--- src/rtl/bnn_dot_initiator.sv ---
// Streams activation/weight word pairs to a CFU BNN dot-product unit, one request in flight,
// and accumulates the returned popcounts. Define BNN_SIGNED_RESULT_EN to report the signed +/-1 dot product.
module bnn_dot_initiator #(
    parameter int CFU_FUNC_ID_W   = 5,
    parameter int CFU_REQ_DATA_W  = 32,
    parameter int CFU_RESP_DATA_W = 32,
    parameter int LEN_W           = 8
) (
    input  logic                       clk,
    input  logic                       rst_n,

    input  logic                       cmd_valid,
    output logic                       cmd_ready,
    input  logic [LEN_W-1:0]           cmd_len,

    input  logic                       in_valid,
    output logic                       in_ready,
    input  logic [CFU_REQ_DATA_W-1:0]  in_act,
    input  logic [CFU_REQ_DATA_W-1:0]  in_wgt,

    output logic                       req_valid,
    input  logic                       req_ready,
    output logic [CFU_FUNC_ID_W-1:0]   req_func_id,
    output logic [CFU_REQ_DATA_W-1:0]  req_data0,
    output logic [CFU_REQ_DATA_W-1:0]  req_data1,

    input  logic                       resp_valid,
    output logic                       resp_ready,
    input  logic [CFU_RESP_DATA_W-1:0] resp_data,

    output logic                       out_valid,
    input  logic                       out_ready,
    output logic [31:0]                out_sum
);

    typedef enum logic [2:0] {
        IDLE  = 3'd0,
        FETCH = 3'd1,
        REQ   = 3'd2,
        WAIT  = 3'd3,
        DONE  = 3'd4
    } state_t;

    localparam logic [LEN_W-1:0] LEN_ZERO_C = {LEN_W{1'b0}};
    localparam logic [LEN_W-1:0] LEN_ONE_C  = {{(LEN_W-1){1'b0}}, 1'b1};

    state_t                      state_r;
    state_t                      state_nxt_s;
    logic [31:0]                 acc_r;
    logic [31:0]                 acc_nxt_s;
    logic [LEN_W-1:0]            count_r;
    logic [LEN_W-1:0]            count_nxt_s;
    logic [CFU_REQ_DATA_W-1:0]   data0_nxt_s;
    logic [CFU_REQ_DATA_W-1:0]   data1_nxt_s;
`ifdef BNN_SIGNED_RESULT_EN
    logic [LEN_W-1:0]            len_r;
    logic [LEN_W-1:0]            len_nxt_s;
    logic [31:0]                 len_ext_s;
`endif

    // Next-state and datapath update for the command/word/request/response sequence
    always_comb begin
        state_nxt_s = state_r;
        acc_nxt_s   = acc_r;
        count_nxt_s = count_r;
        data0_nxt_s = req_data0;
        data1_nxt_s = req_data1;
`ifdef BNN_SIGNED_RESULT_EN
        len_nxt_s   = len_r;
`endif
        case (state_r)
            IDLE: begin
                if (cmd_valid) begin
                    count_nxt_s = cmd_len;
                    acc_nxt_s   = 32'd0;
`ifdef BNN_SIGNED_RESULT_EN
                    len_nxt_s   = cmd_len;
`endif
                    state_nxt_s = (cmd_len == LEN_ZERO_C) ? DONE : FETCH;
                end else begin
                    state_nxt_s = IDLE;
                end
            end
            FETCH: begin
                if (in_valid) begin
                    data0_nxt_s = in_act;
                    data1_nxt_s = in_wgt;
                    state_nxt_s = REQ;
                end else begin
                    state_nxt_s = FETCH;
                end
            end
            REQ: begin
                if (req_ready) begin
                    state_nxt_s = WAIT;
                end else begin
                    state_nxt_s = REQ;
                end
            end
            WAIT: begin
                // Last word is the one whose response brings the count to zero
                if (resp_valid) begin
                    acc_nxt_s   = acc_r + 32'(resp_data);
                    count_nxt_s = count_r - LEN_ONE_C;
                    state_nxt_s = (count_r == LEN_ONE_C) ? DONE : FETCH;
                end else begin
                    state_nxt_s = WAIT;
                end
            end
            DONE: begin
                if (out_ready) begin
                    state_nxt_s = IDLE;
                end else begin
                    state_nxt_s = DONE;
                end
            end
            default: begin
                state_nxt_s = IDLE;
            end
        endcase
    end

    // State, accumulator, word counter and request operand registers
    always_ff @(posedge clk or negedge rst_n) begin
        if (!rst_n) begin
            state_r   <= IDLE;
            acc_r     <= 32'd0;
            count_r   <= LEN_ZERO_C;
            req_data0 <= {CFU_REQ_DATA_W{1'b0}};
            req_data1 <= {CFU_REQ_DATA_W{1'b0}};
`ifdef BNN_SIGNED_RESULT_EN
            len_r     <= LEN_ZERO_C;
`endif
        end else begin
            state_r   <= state_nxt_s;
            acc_r     <= acc_nxt_s;
            count_r   <= count_nxt_s;
            req_data0 <= data0_nxt_s;
            req_data1 <= data1_nxt_s;
`ifdef BNN_SIGNED_RESULT_EN
            len_r     <= len_nxt_s;
`endif
        end
    end

    // Handshake outputs decode the registered state only
    assign cmd_ready   = (state_r == IDLE);
    assign in_ready    = (state_r == FETCH);
    assign req_valid   = (state_r == REQ);
    assign resp_ready  = (state_r == WAIT);
    assign out_valid   = (state_r == DONE);
    assign req_func_id = {CFU_FUNC_ID_W{1'b0}};

`ifdef BNN_SIGNED_RESULT_EN
    // Each word contributes (matches - mismatches) = 2*popcount - 32
    assign len_ext_s = 32'(len_r);
    assign out_sum   = {acc_r[30:0], 1'b0} - {len_ext_s[26:0], 5'b00000};
`else
    assign out_sum   = acc_r;
`endif

endmodule

--- config.mk ---
export PLATFORM = sky130hd
export DESIGN_NAME = bnn_dot_initiator
export DESIGN_NICKNAME = d
export VERILOG_FILES = /design/src/rtl/bnn_dot_initiator.sv
export SDC_FILE = /design/constraint.sdc
export NUM_CORES = 1
export LEC_CHECK = 0
export CAP_MARGIN = 15
export CORE_ASPECT_RATIO = 1.4
export CORE_MARGIN = 5
export CORE_UTILIZATION = 41
export CTS_CLUSTER_SIZE = 40
export DETAILED_ROUTE_END_ITERATION = 16
export PLACE_DENSITY = 0.78
export SYNTH_ARGS = -nofsm -noshare
export SYNTH_HDL_FRONTEND = slang
export SYNTH_SLANG_ARGS = --single-unit
--- constraint.sdc ---
create_clock -name clk -period 2.25 [get_ports clk]
set_input_delay 0.3375 -clock clk [delete_from_list [all_inputs] [get_ports clk]]
set_output_delay 0.3375 -clock clk [all_outputs]
set_load 0.1 [all_outputs]
==> results.cfg <==
[status]
run_status = complete, but fails checks
violations = setup timing

[detailed_routing]
drt-total-wl_mm = 18.8
vias_per_cell = 5.16
drc = 0
via_count = 5367
wl_per_cell_um = 18.1
first_pass_iters = 5
ant_nets = 0
first_iter_violations = 283

[place]
placed_area_mm2 = 0.00913
hpwl_mm = 14.6
portBuffers = 211
gp_congestion = 0.851

[timing]
finClkSkew_ps = 7.02
report.final.slew_viol_count = 0
final.setup.worst_slack_ps = -306
setup_viol = 18
tightest_slew_ps = 614
min_period_over_period_pct = 114
hold_viol_final = 0
fmax_mhz = 391
slew_headroom_pct = 58.7
fin_crit_ps = 2560
rsz0062_at_grt = yes

[setup_path]
path_max_fanout = 3
r2r_start = out_sum[0]
cp_slowest_stage_delay_ps = 430
cp-start-kind = register
r2r_end = out_sum[30]
crit_slowest_cell = dfrtp_4
crit_type = register to register
worstPathCellList = ha_4, inv_2, fa_2, nor2b_2, o21ai_2, a21oi_2, o21ba_4, o211ai_4, o211a_1, o221a_4, o22ai_2, xnor2_1, o21ai_1
cp_top_family = compound AO/OA/AOI/OAI gates
reg2regPathDepth = 13
worstPathRequired_ps = 2490
crit_arrival_ps = 2790
crit_path_end_kind = register
r2r_slack_ps = -310
critPathBufInv = 1

[synth]
dominantRegCellSynth = dfrtp_1
synth-edff-count = 0
synth-async-reset-ratio_pct = 100
netlist_area_mm2 = 0.00587
synth.distinct_cells = 61
synth_cells = 545
synth_area_leaders = dfrtp_1, mux2_2, ha_1, o21ai_0, nand2_1
yosysWarnings = 0
yosysTopAreaCell = dfrtp_1
seq_area_frac_synth_pct = 45.6
syn-mean-instance-area_um2 = 10.8
synth_top_area_share_pct = 45.6
ys_ff_latch = 107

[final_layout]
fin_nets = 996
drive_above_1_share_pct = 43.3
antenna_cells = 0
fin_area_mm2 = 0.00955
syn_to_final_growth_pct = 62.6

[clocking]
root_buffer = clkbuf_16
htree_levels = 3
ctsLongestPathBuffers = 2
clk_latency_ps = 350
clock-sinks = 107
cts_tree = done
cts.clk_slew.worst_paths_ps = 80
numCtsBuffers = 9

[floorplan]
die_h_um = 152
die_w_um = 111
rows = 51
core_area_mm2 = 0.0140
initial_utilization_pct = 42.0
pin_count = 217
die_area_mm2 = 0.0168

[worst_hold_path]
hold_path_class = primary input to async pin

[global_route]
grt_max_degree = 42
grtUsageTotal_pct = 22.0
grt_pass1_vias = 5957
grt_pass1_wl_mm = 30.1
gr-total-overflow = 0
antenna_found_initial = 1

[job]
cap_violations = 0
==> metrics by stage <==
stage               setup slack [ps]  cells  util [%]  setup TNS [ps]  hold WS [ps]
CTS                             -352   1038      67.7           -3480           494
floorplan                       -395    549         -           -9960          41.9
detailed placement              -741   1019      65.3          -11550           353
global placement                -662   1019      65.3          -10600           349
finish                          -306   1041      68.3           -3340           491
global route                    -436   1041      68.3           -5990           525
==> sequential cells by signal, summed over array words and instances (netlist names) <==
register	cells
count_r	8
out_sum	32
state_r	3
req_data1	32
req_data0	32
==> how the worst max path moves through the flow <==
stage / from / to / slack (ps) / depth (start not counted)
2_1_floorplan: out_sum[0] / out_sum[26] / -390 / 13
3_3_place_gp: resp_data[1] / out_sum[26] / -660 / 13
3_5_place_dp: resp_data[1] / out_sum[30] / -740 / 13
4_1_cts: out_sum[0] / out_sum[30] / -350 / 13
5_1_grt: out_sum[0] / out_sum[28] / -440 / 13
6_report: out_sum[0] / out_sum[30] / -310 / 13
==> area by class of cell <==
| type | count | area [um2] |
|---|---|---|
| fill | 1008 | 4430 |
| clock buffer | 10 | 229 |
| timing repair buffer | 321 | 2770 |
| multi-input combinational | 392 | 3450 |
| tap | 185 | 231 |
| sequential | 107 | 2750 |
| inverter | 20 | 75.1 |
| clock inverter | 6 | 48.8 |
==> worst reg2reg max path: cells and delay by family (launching register included) <==
family / cells / cell delay [ps]
buffers and inverters: 1 / 30
adders and majority gates: 2 / 480
DFF: 1 / 430
and+or+nand+nor: 1 / 130
AOI/OAI and AO/OA: 8 / 1220
xor gates and xnor gates: 1 / 150
==> metal layers <==
metal / routed length (um) / GRT usage [%] / vias up
li1: - / - / 2558
met1: 7530 / 25.6 / 2550
met2: 9460 / 39.6 / 223
met3: 1400 / 5.72 / 34
met4: 415 / 7.79 / 2
met5: 11 / 0 / -
==> synth_stat cells (3+ instances only) <==
master and n:
o21bai_1 5, dfrtp_1 107, buf_4 7, xor2_1 9, nand4_1 7, buf_2 9
a21oi_2 3, a211oi_1 3, clkbuf_1 8, nor3b_1 3, xnor2_1 19, clkbuf_8 3
nor2b_1 3, o21ai_0 45, a21o_1 14, o31ai_1 3, nor2_1 19, nor4_1 3
o21ai_1 8, nand3b_1 4, mux2_2 64, nor3_1 5, inv_1 19, a31oi_1 6
ha_1 33, a22oi_1 4, and2_1 5, nand2_1 50, nand3_1 9, a21oi_1 31
==> what timing repair did <==
action | 4_1_cts | 5_1_grt
pin swaps | 13 | 13
buffers inserted | 2 | 3
gates resized for setup | 12 | 14
hold buffers | 1 | 0
endpoints found under the setup margin | 17 | 20
endpoints found under the hold margin | 33 | 0
==> cells in the final DEF, fill, tap and decap left out, types with 5 or more instances in the layout <==
master           instances
nor2_1                  18
clkdlybuf4s50_1        107
mux2_2                   5
o21ai_1                 16
clkbuf_16                9
dfrtp_4                 15
buf_12                   6
nand4_1                  7
mux2_4                  59
nand2_1                 49
a21oi_2                  6
a21o_1                  14
buf_4                  203
a31oi_1                  5
dfrtp_1                 78
nand3_1                  9
o21bai_1                 5
ha_1                    21
inv_1                   18
conb_1                   5
ha_4                    11
xnor2_1                 17
xor2_1                   9
dfrtp_2                 14
a21oi_1                 27
o21ai_0                 34
==> cell families after synthesis <==
kind of cell | count (synthesis) | share of synthesized area (%)
and+or+nand+nor | 116 | 9.31
adders and majority gates | 34 | 7.37
other | 1 | 0.0639
DFF | 107 | 45.6
buffers and inverters | 50 | 4.71
muxes | 65 | 12.4
xor gates and xnor gates | 28 | 4.18
AOI/OAI and AO/OA | 144 | 16.3
Power is not shown: default switching activity piles up to over one toggle a cycle in this logic, so the estimate is an artifact.
